<file path="src/rtl/spdif_pkg.sv">
// spdif_pkg: shared gap/preamble types and subframe geometry for the S/PDIF subframe decoder.
package spdif_pkg;
   localparam int SUBFRAME_BITS = 28;
   localparam int AUDIO_W       = 24;
   typedef enum logic [1:0] {GAP_NONE, GAP_SHORT, GAP_MED, GAP_LONG} gap_t;
   typedef enum logic [1:0] {PRE_B, PRE_M, PRE_W, PRE_BAD} pre_t;
endpackage

</file>
<file path="src/rtl/spdif_preamble_match.sv">
// spdif_preamble_match: maps the three gaps following a preamble's leading long gap to B/M/W.
module spdif_preamble_match
   import spdif_pkg::*;
(
   input  gap_t g1,
   input  gap_t g2,
   input  gap_t g3,
   output pre_t pre
);
   assign pre = (g1 == GAP_SHORT && g2 == GAP_SHORT && g3 == GAP_LONG)  ? PRE_B :
                (g1 == GAP_LONG  && g2 == GAP_SHORT && g3 == GAP_SHORT) ? PRE_M :
                (g1 == GAP_MED   && g2 == GAP_SHORT && g3 == GAP_MED)   ? PRE_W : PRE_BAD;
endmodule

</file>
<file path="src/rtl/spdif_subframe_decoder.sv">
// spdif_subframe_decoder: classified biphase gaps to 24-bit audio subframes with lock tracking.
// Define SPDIF_PARITY_CHECK_EN to check even parity and drop failing subframes.
module spdif_subframe_decoder
   import spdif_pkg::*;
#(
   parameter int LOCK_CNT    = 2,
   parameter int TIMEOUT_CLK = 64
) (
   input  logic               clk_i,
   input  logic               nrst_i,
   input  logic               ena_i,
   input  logic               zero_i,
   input  logic               one_i,
   input  logic               head_i,
   output logic [AUDIO_W-1:0] sample_o,
   output logic               chan_o,
   output logic               blk_start_o,
   output logic               v_o,
   output logic               u_o,
   output logic               c_o,
   output logic               valid_o,
   output logic               sync_o,
   output logic               parity_err_o
);
   localparam int LW = $clog2(LOCK_CNT + 1);
   localparam int TW = $clog2(TIMEOUT_CLK + 1);
   typedef enum logic [2:0] {HUNT, PRE1, PRE2, PRE3, DATA_A, DATA_B} state_t;
   state_t state;
   gap_t gap, cap1, cap2;
   pre_t pre_cur, pre_typ;
   logic need_head, shift, done, tout, bad, perr, emit;
   logic [4:0] bcnt;
   logic [SUBFRAME_BITS-2:0] sr;
   logic [SUBFRAME_BITS-1:0] word;
   logic [LW-1:0] lock, lock_nxt;
   logic [TW-1:0] tcnt;

   assign gap = ({head_i, one_i, zero_i} == 3'b001) ? GAP_SHORT :
                ({head_i, one_i, zero_i} == 3'b010) ? GAP_MED :
                ({head_i, one_i, zero_i} == 3'b100) ? GAP_LONG : GAP_NONE;

   spdif_preamble_match u_match (.g1(cap1), .g2(cap2), .g3(gap), .pre(pre_cur));

   always_comb begin
      bad = 1'b0;
      if (ena_i)
         case (state)
            PRE1:    bad = need_head ? gap != GAP_LONG : gap == GAP_NONE;
            PRE2:    bad = gap == GAP_NONE;
            PRE3:    bad = pre_cur == PRE_BAD;
            DATA_A:  bad = gap != GAP_MED && gap != GAP_SHORT;
            DATA_B:  bad = gap != GAP_SHORT;
            default: bad = 1'b0;
         endcase
   end

   // a bit completes on a medium gap in DATA_A (0) or the second short gap in DATA_B (1)
   assign shift = ena_i && !bad && (state == DATA_A ? gap == GAP_MED : state == DATA_B);
   assign word  = {state == DATA_B, sr};
   assign done  = shift && bcnt == 5'(SUBFRAME_BITS - 1);
   assign tout  = !ena_i && tcnt == TW'(TIMEOUT_CLK - 1);
`ifdef SPDIF_PARITY_CHECK_EN
   assign perr = ^word;
`else
   assign perr = 1'b0;
`endif
   assign lock_nxt = perr ? '0 : lock == LW'(LOCK_CNT) ? lock : lock + 1'b1;
   assign emit     = !perr && lock_nxt == LW'(LOCK_CNT);
   assign sync_o   = lock == LW'(LOCK_CNT);

   always_ff @(posedge clk_i or negedge nrst_i)
      if (!nrst_i) begin
         state        <= HUNT;
         need_head    <= 1'b0;
         cap1         <= GAP_NONE;
         cap2         <= GAP_NONE;
         pre_typ      <= PRE_B;
         bcnt         <= '0;
         sr           <= '0;
         lock         <= '0;
         tcnt         <= '0;
         sample_o     <= '0;
         chan_o       <= 1'b0;
         blk_start_o  <= 1'b0;
         v_o          <= 1'b0;
         u_o          <= 1'b0;
         c_o          <= 1'b0;
         valid_o      <= 1'b0;
         parity_err_o <= 1'b0;
      end else begin
         valid_o      <= 1'b0;
         parity_err_o <= 1'b0;
         tcnt         <= ena_i ? '0 : tcnt == TW'(TIMEOUT_CLK) ? tcnt : tcnt + 1'b1;
         if (tout) begin
            state <= HUNT;
            lock  <= '0;
         end else if (bad) begin
            // a long offending gap is itself a preamble start, so resync without hunting
            state     <= gap == GAP_LONG ? PRE1 : HUNT;
            need_head <= 1'b0;
            lock      <= '0;
         end else if (ena_i)
            case (state)
               HUNT: if (gap == GAP_LONG) begin
                  state     <= PRE1;
                  need_head <= 1'b0;
               end
               PRE1: begin
                  need_head <= 1'b0;
                  if (!need_head) begin
                     cap1  <= gap;
                     state <= PRE2;
                  end
               end
               PRE2: begin
                  cap2  <= gap;
                  state <= PRE3;
               end
               PRE3: begin
                  pre_typ <= pre_cur;
                  bcnt    <= '0;
                  state   <= DATA_A;
               end
               DATA_A:  state <= gap == GAP_SHORT ? DATA_B : DATA_A;
               DATA_B:  state <= DATA_A;
               default: state <= HUNT;
            endcase
         if (shift) begin
            sr   <= word[SUBFRAME_BITS-1:1];
            bcnt <= bcnt + 1'b1;
         end
         if (done) begin
            state        <= PRE1;
            need_head    <= 1'b1;
            bcnt         <= '0;
            lock         <= lock_nxt;
            valid_o      <= emit;
            parity_err_o <= perr;
            if (emit) begin
               sample_o    <= word[AUDIO_W-1:0];
               v_o         <= word[24];
               u_o         <= word[25];
               c_o         <= word[26];
               chan_o      <= pre_typ == PRE_W;
               blk_start_o <= pre_typ == PRE_B;
            end
         end
      end
endmodule
</file>
<file path="config.mk">
export PLATFORM = sky130hd
export DESIGN_NAME = spdif_subframe_decoder
export DESIGN_NICKNAME = d
export VERILOG_FILES = /design/src/rtl/spdif_pkg.sv /design/src/rtl/spdif_preamble_match.sv /design/src/rtl/spdif_subframe_decoder.sv
export SDC_FILE = /design/constraint.sdc
export NUM_CORES = 1
export LEC_CHECK = 0
export CAP_MARGIN = 40
export CORE_MARGIN = 3
export CORE_UTILIZATION = 45
export CTS_BUF_LIST = sky130_fd_sc_hd__clkbuf_4 sky130_fd_sc_hd__clkbuf_8
export DETAILED_ROUTE_END_ITERATION = 12
export GPL_ROUTABILITY_DRIVEN = 0
export PLACE_DENSITY = 0.76
export SLEW_MARGIN = 5
export SYNTH_ARGS = -nofsm -noshare
export SYNTH_HDL_FRONTEND = slang
export SYNTH_SLANG_ARGS = --single-unit
</file>
<file path="constraint.sdc">
create_clock -name clk_i -period 2.9 [get_ports clk_i]
set_clock_uncertainty 0.15 [all_clocks]
set_input_delay 0.29 -clock clk_i [delete_from_list [all_inputs] [get_ports clk_i]]
set_output_delay 0.29 -clock clk_i [all_outputs]
set_load 0.02 [all_outputs]
</file>
==> metrics.md <==
| Metric | Value |
|---|---|
| Post-CTS Setup Bufs | 0 |
| Mapped Cells | 282 |
| DR WL/cell | 15.08 um |
| Via count | 2338 |
| Non-filler cells, final | 432 |
| Cts bufs inserted | 9 |
| Vias in the first global route | 2344 |
| Main flop type after synthesis | dfrtp_1 |
| Total clock sinks | 81 |
| Final #Nets | 336 |
| GRT Util Overall | 15.27% |
| Comb pwr share | 15.3% |
| Antenna violations before repair | 0 |
| Pre-Repair DR Iteration Count | 4 |
| TNS Setup | 0 ns |
| CTS root buf | clkbuf_8 |
| Crit path max fanout | 13 |
| First-pass GRT wire length | 10930 um |
| Mapped Nets | 293 |
| H-Tree Level Count | 3 |
| Average size of a mapped cell | 12.93 um^2 |
| Crit path from | state[0] |
| Detail Placement HPWL | 4484 um |
| Setup WS post-layout | 0.3988 ns |
| Crit share post-route | 86.25% |
| ANT cells | 0 |
| Total grt overflow | 0 |
| DRC violations left | 0 |
| Pwr/cell area | 569.3 nW/um^2 |
| Die area | 9218 um^2 |
| I/O Pins | 38 |
| Dpl ws | 0.07198 ns |
| Max-Cap Viols | 0 |
| Core region area | 7807 um^2 |
| Hold Path Class | primary input to async pin |
| Clock Tree Buf Depth | 2 |
| Register area share after synthesis | 55.59% |
| Number of fill cells | 648 |
| Clock Power Share | 32.8% |
| Initial Utilization | 46.70% |
| Inst Count DP | 415 |
| Routed WL | 6516 um |
| CTS tree | done |
| Die Wd | 96.01 um |
| P_leak | 2.050 nW |
| Final setup viols | 0 |
| # rows | 32 |
| RSZ-0062 raised after global routing | false |
| Seq pwr share | 52.0% |
| R2R depth | 5 |
| Setup CP Type | register to register |
| PortBufs | 36 |
| Critical Path Start Type | register |
| Layout area overhead | 20.08% |
| Synth cell types | 51 |
| Latest clock arrival within the worst-skew pair | 0.34 ns |
| Commonest non-fill, non-tap cell in the layout | dfrtp_1 |
| First DRT Iteration DRCs | 138 |
| EDFF count, synth | 0 |
| Worst Setup End Kind | register |
| Cell area after placement | 4170 um^2 |
| Largest net degree at the start of global routing | 58 |
| Commonest cells after routing, fill and taps aside | dfrtp_1 (81), mux2_2 (62), clkdlybuf4s50_1 (35), nor2_1 (13), clkbuf_8 (9) |
| Crit path DAT | 2.58 ns |
| Status | finished, final reports clean |
| Vias/cell | 5.412 |
| Clk slew on worst S/H paths | 0.08 ns |
| Yosys reg bits | 81 |
| Ys async rst share | 100.0% |
| P_int | 0.001790 W |
| Post-synthesis cell area | 3646 um^2 |
| Yosys Warn Count | 0 |
| Final hold violation count | 0 |
| Switching Share | 28.19% |
| ANT nets after route | 0 |
| Final min period | 2.501 ns |
| Net Sw Power | 0.0007025 W |
| Max-slew violation count | 0 |
| Worst EP required | 2.98 ns |
| Max VDD drop | 0.0004378 V |
| Worst r2r src | state[0] |
| Die height | 96.01 um |
| Final instance area | 4378 um^2 |
| FMAX | 399.8 MHz |
| Layout cells sized above 1 | 30.00% |
critical path: stages (launching register included):
cell and delay [ns]:
dfrtp_1 0.53, or3b_4 0.45, a21o_1 0.18, a32o_2 0.28, nor4_2 0.42, mux2_2 0.38
sequential cells by signal (all words and copies together), names as in the netlist, 2 cells and up:
register / count
cap1: 2
cap2: 2
pre_typ: 2
tcnt: 7
bcnt: 5
state: 3
sr: 27
lock: 2
sample_o: 24
layout make-up:
type | instances | area [um^2] | share of cell area [%]
Sequential cell | 81 | 2027 | 46.30
Multi-Input combinational cell | 178 | 1508 | 34.44
Timing Repair Buffer | 47 | 488.0 | 11.15
Clock buffer | 10 | 131.4 | 3.001
Tap cell | 102 | 127.6 | 2.915
Clock inverter | 6 | 66.31 | 1.515
Inverter | 8 | 30.03 | 0.6859
final timing paths:
check                           slack, ns  endpoint
worst max-delay path                 0.40   cap1[1]
worst min-delay path                 0.24   cap2[1]
worst max register to register       0.40   cap1[1]
worst min register to register       0.35   lock[0]
max in group asynchronous            1.77     sr[7]
min in group clk_i                   0.35   lock[0]
routing by layer:
metal  global-route usage [%]  up-vias  part of all wire [%]
li1                         -     1103                     -
met1                    18.94     1176                    44
met2                    25.47       57                    50
met3                    5.942        2                   5.6
met4                    2.844        0                  0.38
met5                        0        -                     0
Yosys cell counts (all sizes together) (2+ instances only):
| cell | instances | area (um^2) |
|---|---|---|
| a211o | 5 | 45.04 |
| a21o | 3 | 22.52 |
| a21oi | 7 | 35.03 |
| and4 | 2 | 17.52 |
| buf | 11 | 66.31 |
| clkbuf | 4 | 15.01 |
| dfrtp | 81 | 2027 |
| ha | 5 | 62.56 |
| inv | 8 | 30.03 |
| mux2 | 62 | 698.2 |
| nand2 | 8 | 30.03 |
| nand2b | 3 | 18.77 |
| nand3 | 5 | 25.02 |
| nand3b | 5 | 37.54 |
| nor2 | 13 | 48.80 |
| nor2b | 5 | 31.28 |
| nor3 | 4 | 20.02 |
| nor3b | 6 | 45.04 |
| nor4 | 2 | 25.02 |
| o2111ai | 2 | 17.52 |
| o211ai | 2 | 15.01 |
| o21ai | 7 | 35.03 |
| or3 | 3 | 18.77 |
| xnor2 | 6 | 52.55 |
| xor2 | 2 | 17.52 |
power groups by stage:
| stage | Sequential (W) | Clock (W) | Combinational, W |
|---|---|---|---|
| after floorplan | 0.00127 | 0 | 0.000313 |
| after global placement | 0.00131 | 0 | 0.000355 |
| after detailed placement | 0.00132 | 0 | 0.000377 |
| after CTS | 0.00129 | 0.000842 | 0.000381 |
| after global routing | 0.00131 | 0.000890 | 0.000427 |
| final | 0.00129 | 0.000817 | 0.000380 |
cell families after synthesis:
| group | count (synthesis) | share of synthesized area, % |
|---|---|---|
| compound gates | 38 | 7.756 |
| xor+xnor | 8 | 1.922 |
| fa+ha+maj | 5 | 1.716 |
| buf+inv | 23 | 3.054 |
| flops | 81 | 55.59 |
| mux | 62 | 19.15 |
| other cells | 1 | 0.1029 |
| simple gates | 64 | 10.71 |
what timing repair did:
item / in CTS / in global routing
hold buffers: 1 / 0
hold endpoints to repair: 24 / 0
gates resized for setup: 0 / 0
stage by stage:
stage	total power, W	util (%)	hold slack [ns]
2_1_floorplan	0.001583	-	-0.1556
3_3_place_gp	0.001667	53.06	0.3106
3_5_place_dp	0.001692	53.41	0.07572
4_1_cts	0.002516	56.07	0.2469
5_1_grt	0.002627	56.07	0.2586
6_report	0.002492	56.07	0.2424
Power figures use the tool's default switching activity.
